## src/rtl/store_buffer_pkg.sv

```systemverilog
// rtl/store_buffer_pkg.sv - shared state encoding and default sizes for the store buffer
package store_buffer_pkg;

    localparam int DEFAULT_DEPTH  = 4;
    localparam int DEFAULT_ADDR_W = 64;
    localparam int DEFAULT_DATA_W = 64;

    typedef enum logic [2:0] {
        IDLE    = 3'd0,
        WR_REQ  = 3'd1,
        RD_REQ  = 3'd2,
        RD_WAIT = 3'd3,
        RD_DONE = 3'd4
    } sb_state_t;

endpackage

```

## src/rtl/sb_entry_array.sv

```systemverilog
// rtl/sb_entry_array.sv - circular store FIFO with youngest-match forwarding lookup
module sb_entry_array
    import store_buffer_pkg::*;
#(
    parameter int DEPTH  = DEFAULT_DEPTH,
    parameter int ADDR_W = DEFAULT_ADDR_W,
    parameter int DATA_W = DEFAULT_DATA_W,
    parameter int CNT_W  = $clog2(DEPTH + 1)
) (
    input  logic              clk,
    input  logic              reset,
    input  logic              push,
    input  logic [ADDR_W-1:0] push_addr,
    input  logic [DATA_W-1:0] push_data,
    input  logic              pop,
    input  logic [ADDR_W-1:0] lookup_addr,
    output logic              hit,
    output logic [DATA_W-1:0] hit_data,
    output logic [ADDR_W-1:0] head_addr,
    output logic [DATA_W-1:0] head_data,
    output logic [ADDR_W-1:0] next_addr,
    output logic [DATA_W-1:0] next_data,
    output logic              full,
    output logic [CNT_W-1:0]  count
);

    localparam int PTR_W = $clog2(DEPTH);

    logic [ADDR_W-1:0] addr_q [DEPTH];
    logic [DATA_W-1:0] data_q [DEPTH];
    logic [PTR_W-1:0]  head, tail, next_ptr, idx;
    logic              do_push, do_pop;

    assign full      = (count == CNT_W'(DEPTH));
    assign do_push   = push && !full;
    assign do_pop    = pop && (count != '0);
    assign next_ptr  = head + PTR_W'(1);
    assign head_addr = addr_q[head];
    assign head_data = data_q[head];
    assign next_addr = addr_q[next_ptr];
    assign next_data = data_q[next_ptr];

    always_ff @(posedge clk) begin
        if (reset) begin
            head  <= '0;
            tail  <= '0;
            count <= '0;
        end else begin
            if (do_push) begin
                addr_q[tail] <= push_addr;
                data_q[tail] <= push_data;
                tail         <= tail + PTR_W'(1);
            end
            if (do_pop)
                head <= next_ptr;
            count <= count + CNT_W'(do_push) - CNT_W'(do_pop);
        end
    end

    // Walk oldest to youngest so a later match overrides an earlier one.
    always_comb begin
        hit      = 1'b0;
        hit_data = '0;
        idx      = '0;
        for (int i = 0; i < DEPTH; i++) begin
            idx = head + PTR_W'(i);
            if ((CNT_W'(i) < count) && (addr_q[idx] == lookup_addr)) begin
                hit      = 1'b1;
                hit_data = data_q[idx];
            end
        end
    end

endmodule

```

## src/rtl/store_buffer.sv

```systemverilog
// rtl/store_buffer.sv - write buffer with load forwarding between core and backing memory
module store_buffer
    import store_buffer_pkg::*;
#(
    parameter int DEPTH  = DEFAULT_DEPTH,
    parameter int ADDR_W = DEFAULT_ADDR_W,
    parameter int DATA_W = DEFAULT_DATA_W
) (
    input  logic              CLK,
    input  logic              reset,
    input  logic              MemoryWrite,
    input  logic              MemoryRead,
    input  logic [ADDR_W-1:0] Address,
    input  logic [DATA_W-1:0] WriteData,
    output logic [DATA_W-1:0] ReadData,
    output logic              Stall,
    output logic              empty,
    output logic              mem_req_valid,
    output logic              mem_req_write,
    output logic [ADDR_W-1:0] mem_req_addr,
    output logic [DATA_W-1:0] mem_req_wdata,
    input  logic              mem_req_ready,
    input  logic              mem_rsp_valid,
    input  logic [DATA_W-1:0] mem_rsp_rdata
);

    localparam int CNT_W = $clog2(DEPTH + 1);

    sb_state_t         state;
    logic [DATA_W-1:0] rdata_q;
    logic              hit, full, pop, rd_miss;
    logic [DATA_W-1:0] hit_data, head_data, next_data;
    logic [ADDR_W-1:0] head_addr, next_addr;
    logic [CNT_W-1:0]  count;

    sb_entry_array #(
        .DEPTH (DEPTH),
        .ADDR_W(ADDR_W),
        .DATA_W(DATA_W),
        .CNT_W (CNT_W)
    ) u_entries (
        .clk        (CLK),
        .reset      (reset),
        .push       (MemoryWrite),
        .push_addr  (Address),
        .push_data  (WriteData),
        .pop        (pop),
        .lookup_addr(Address),
        .hit        (hit),
        .hit_data   (hit_data),
        .head_addr  (head_addr),
        .head_data  (head_data),
        .next_addr  (next_addr),
        .next_data  (next_data),
        .full       (full),
        .count      (count)
    );

    // A simultaneous store suppresses the load entirely.
    assign rd_miss = MemoryRead && !MemoryWrite && !hit;
    assign pop     = (state == WR_REQ) && mem_req_ready;
    assign empty   = (count == '0) && (state == IDLE);

    always_comb begin
        Stall    = 1'b0;
        ReadData = rdata_q;
        case (state)
            IDLE, WR_REQ: begin
                Stall = rd_miss || (MemoryWrite && full);
                if (MemoryRead && !MemoryWrite && hit)
                    ReadData = hit_data;
            end
            RD_REQ, RD_WAIT: Stall = 1'b1;
            default:         Stall = 1'b0;
        endcase
    end

    always_ff @(posedge CLK) begin
        if (reset) begin
            state         <= IDLE;
            mem_req_valid <= 1'b0;
            mem_req_write <= 1'b0;
            mem_req_addr  <= '0;
            mem_req_wdata <= '0;
            rdata_q       <= '0;
        end else begin
            case (state)
                IDLE: begin
                    if (rd_miss) begin
                        state         <= RD_REQ;
                        mem_req_valid <= 1'b1;
                        mem_req_write <= 1'b0;
                        mem_req_addr  <= Address;
                    end else if (count != '0) begin
                        state         <= WR_REQ;
                        mem_req_valid <= 1'b1;
                        mem_req_write <= 1'b1;
                        mem_req_addr  <= head_addr;
                        mem_req_wdata <= head_data;
                    end
                end
                WR_REQ: begin
                    if (mem_req_ready) begin
                        if (rd_miss) begin
                            state         <= RD_REQ;
                            mem_req_write <= 1'b0;
                            mem_req_addr  <= Address;
                        end else if (count > CNT_W'(1)) begin
                            mem_req_addr  <= next_addr;
                            mem_req_wdata <= next_data;
                        end else begin
                            state         <= IDLE;
                            mem_req_valid <= 1'b0;
                            mem_req_write <= 1'b0;
                        end
                    end
                end
                RD_REQ: begin
                    if (mem_req_ready) begin
                        state         <= RD_WAIT;
                        mem_req_valid <= 1'b0;
                    end
                end
                RD_WAIT: begin
                    if (mem_rsp_valid) begin
                        rdata_q <= mem_rsp_rdata;
                        state   <= RD_DONE;
                    end
                end
                RD_DONE: state <= IDLE;
                default: state <= IDLE;
            endcase
        end
    end

endmodule

```

## config.mk

```make
export PLATFORM = sky130hd
export DESIGN_NAME = store_buffer
export DESIGN_NICKNAME = d
export VERILOG_FILES = /design/src/rtl/store_buffer_pkg.sv /design/src/rtl/sb_entry_array.sv /design/src/rtl/store_buffer.sv
export SDC_FILE = /design/constraint.sdc
export NUM_CORES = 2
export LEC_CHECK = 0
export CELL_PAD_IN_SITES_DETAIL_PLACEMENT = 1
export CELL_PAD_IN_SITES_GLOBAL_PLACEMENT = 2
export CORE_UTILIZATION = 35
export CTS_CLUSTER_DIAMETER = 60
export DETAILED_ROUTE_END_ITERATION = 6
export PLACE_DENSITY = 0.79
export SYNTH_ARGS = -nofsm -noshare
export SYNTH_HDL_FRONTEND = slang
export SYNTH_SLANG_ARGS = --single-unit
```

## constraint.sdc

```tcl
create_clock -name CLK -period 6.7 [get_ports CLK]
set_input_delay 1.34 -clock CLK [delete_from_list [all_inputs] [get_ports CLK]]
set_output_delay 1.34 -clock CLK [all_outputs]
set_load 0.02 [all_outputs]
```

==> reports/metrics.csv <==
stage;metric;value;unit
cts;hold_buffers;0;
cts;path_clk_slew;0.06;ns
sta;post-route-period-util;0.9880;
yosys;synth_area;45060;um^2
yosys;yosysTopAreaCellShare;0.3412;
yosys;synth_area_per_cell;11.44;um^2
worst_setup_path;crit_chain;buf_16, mux4_2, xor2_1, nor4_2, buf_4, nand4_1, or4_1, or4_4, buf_12, and4_4, nand2_1, a21oi_1, buf_4, clkdlybuf4s50_1;
sta;finalSetupViolCount;0;
sta;hold_viol;0;
yosys;synth.ff_latch_count;718;
sta;slew_violations;0;
yosys;yosys.area.top_type;edfxtp_1;
worst_setup_path;slowest_delay;0.55;ns
global_routing;grt_pass1_vias;38090;
worst_setup_path;criticalPathCategory;reg -> out;
global_routing;overflow;0;
status;status;finished clean;
placement;gp_congestion;0.9801;
die;die_height;360.8;um
power;power;17.91;mW
detailed_routing;vias;38120;
die;die_x;360.8;um
detailed_routing;drt-wirelength-per-cell;31.62;um
sta;tightestPinTransition;1.149;ns
sta;rsz0062_at_grt;yes;
power;p_leak;18.10;nW
cts;cts_sinks;718;
die;num_rows;131;
placement;io_buffers;393;
job;maxCapViolations;0;
worst_setup_path;cp-start-kind;flip-flop;
yosys;ys_top_cells_by_area;edfxtp_1 34%, mux4_2 16%, dfxtp_1 9.2%, mux2i_1 4.4%, nand2_1 4.0%;
finish;fin_util;0.4391;
yosys;ys_seq_area_frac;0.4328;
die;start_util;0.3529;
yosys;ys.flop_type;edfxtp_1;
yosys;yosysMostFrequentCell;edfxtp_1;
finish;syn_to_final_growth;24.44;%
sta;fin_crit;6.620;ns
worst_setup_path;cp_max_fo;79;
placement;dp_hpwl;130100;um
global_routing;grt_pass1_wl;277800;um
die;boundaryPins;394;
detailed_routing;ant_nets;0;
sta;fmax;151.1;MHz
sta;skew;0.05405;ns
cts;clk_latency;0.75;ns
detailed_routing;drc;0;
placement;post-place-ws;-0.2762;ns
worst_setup_path;cpLargestDelayFamily;simple AND/OR/NAND/NOR gates;
detailed_routing;drtIter0Drc;3875;
cts;cts_htree_levels;3;
power;p_per_area;319.5;nW/um^2
cts;cts-buffers-inserted;101;
detailed_routing;viasPerCell;6.244;
sta;final.setup.worst_slack;0.08031;ns
yosys;syn_nets;4146;
cts;cts_root_buf;clkbuf_16;
worst_setup_path;required;5.36;ns
worst_setup_path;cp_slowest_cell;mux4_2;
global_routing;grt_max_degree;131;
yosys;synthArstFlopShare;0;
cts;cts_tree;yes;
min_path;hp-class;reg -> reg;
sta;fin_tns_setup;0;ns
power;max-vdd-ir-drop;0.4805;mV
yosys;synth_edf_count;512;
worst_setup_path;end_kind;primary output;
die;die_area;130200;um^2
die;core_area;127700;um^2
yosys;ys_top_cells_by_count;512 x edfxtp_1, 479 x nand2_1, 325 x mux4_2, 262 x clkbuf_1, 213 x o21ai_0;
detailed_routing;dr.pass1.iters;5;
worst_setup_path;crit_buf_inv;5;
yosys;yosys_warnings;0;
sta;slew_headroom;0.2341;
global_routing;antenna_found_initial;26;
finish;nets;4547;
finish;drive_above_1_share;0.2324;
yosys;synthCells;3938;
worst_setup_path;crit_top_cell;buf_4;
worst_setup_path;worstPathArrival;5.28;ns
yosys;synth.distinct_cells;76;
detailed_routing;finalWirelength;193000;um
cts;clockBufferDepth;3;
global_routing;grtUsageTotal;0.2904;
logic make-up after synthesis:
group | after synthesis | share of synthesized area
xor gates and xnor gates | 202 | 0.03927
DFF | 718 | 0.4328
buffers and inverters | 515 | 0.05232
muxes | 606 | 0.2272
adders and majority gates | 10 | 0.002944
AOI/OAI and AO/OA | 945 | 0.1500
and+or+nand+nor | 942 | 0.09558
routing by layer:
layer  vias up  track usage  routed length (um)
met1     19640       0.3842               78560
met3       372      0.07151               17830
met2      1931       0.4525               87780
met5         -            0                 138
li1      16150            -                   -
met4        20       0.1219                8671
final timing paths:
| check | from | endpoint | slack, ns | cells past startpoint |
|---|---|---|---|---|
| worst max-delay path | u_entries.head[0] | Stall | 0.08 | 14 |
| worst min-delay path | rdata_q[34] | rdata_q[34] | 0.46 | 2 |
| worst max register to register | u_entries.head[0] | mem_req_addr[13] | 1.29 | 14 |
| worst min register to register | rdata_q[34] | rdata_q[34] | 0.46 | 2 |
layout by cell type (no fill, tap or decap), types with 21 or more instances in the layout:
master,netlist,layout
inv_1,99,99
edfxtp_1,512,512
nor4_1,34,31
dlygate4sd2_1,0,48
nand3_1,55,54
a2111oi_0,43,41
nor3_1,24,22
a211oi_1,154,153
o221ai_1,69,69
xor2_1,51,51
dfxtp_1,206,202
mux2i_1,199,196
clkdlybuf4s50_1,0,327
a31oi_1,69,69
nor2_1,179,178
buf_4,39,251
buf_12,0,60
mux4_2,325,325
a211oi_2,55,55
mux2_2,82,82
nor3b_1,64,64
a21oi_1,153,153
clkbuf_16,0,104
xnor2_1,151,149
a2111oi_2,21,21
nand4_1,42,42
o211ai_1,74,74
nand2_1,479,478
o21ai_0,213,211
final cells by class:
class	instances	area [um^2]
fillers	13480	71610
flip-flops and latches	718	19510
clock buffers	127	2819
inverters	100	380.4
clock inverters	64	626.9
well taps	1662	2079
repair buffers	713	7201
diodes	15	37.54
multi-input cells	2705	23410
metrics by stage:
step                      cells  hold WS (ns)  area [um^2]
final                      6104        0.4555        56070
after global routing       6101        0.4697        56060
after floorplan            3938        0.4367        45060
after global placement     5882        0.4436        52260
after CTS                  6089        0.4566        56000
after detailed placement   5882        0.4480        52260
sequential cells by signal (all words and copies together) (netlist names), named ones only:
register / flops
u_entries.data_q: 256
rdata_q: 64
mem_req_write: 1
mem_req_addr: 64
u_entries.addr_q: 256
u_entries.head: 2
state: 3
u_entries.count: 3
u_entries.tail: 2
mem_req_valid: 1
mem_req_wdata: 64
timing repair:
item                                   4_1_cts  5_1_grt
endpoints found under the hold margin        0        0
resized for setup                           73       27
gates cloned                                 4        0
setup buffers                               12        0
pin swaps                                    1        2
setup endpoints to repair                   64       20
worst reg2reg max path, cell delays in order, from the launching register on:
cell,delay [ns]
dfxtp_4,0.48
buf_16,0.24
mux4_2,0.60
xor2_1,0.24
nor4_2,0.38
buf_4,0.18
nand4_1,0.07
or4_1,0.41
or4_4,0.55
buf_12,0.27
and4_4,0.24
buf_4,0.28
buf_12,0.30
a211oi_1,0.87
a2111oi_0,0.15
power breakdown:
part | internal (mW) | switching (mW) | leakage (nW)
clock | 3.19 | 2.28 | 1.68
combinational | 2.59 | 3.88 | 10.1
sequential | 5.36 | 0.612 | 6.34
total | 11.1 | 6.77 | 18.1
No activity file was read; power rests on OpenSTA's default activity.
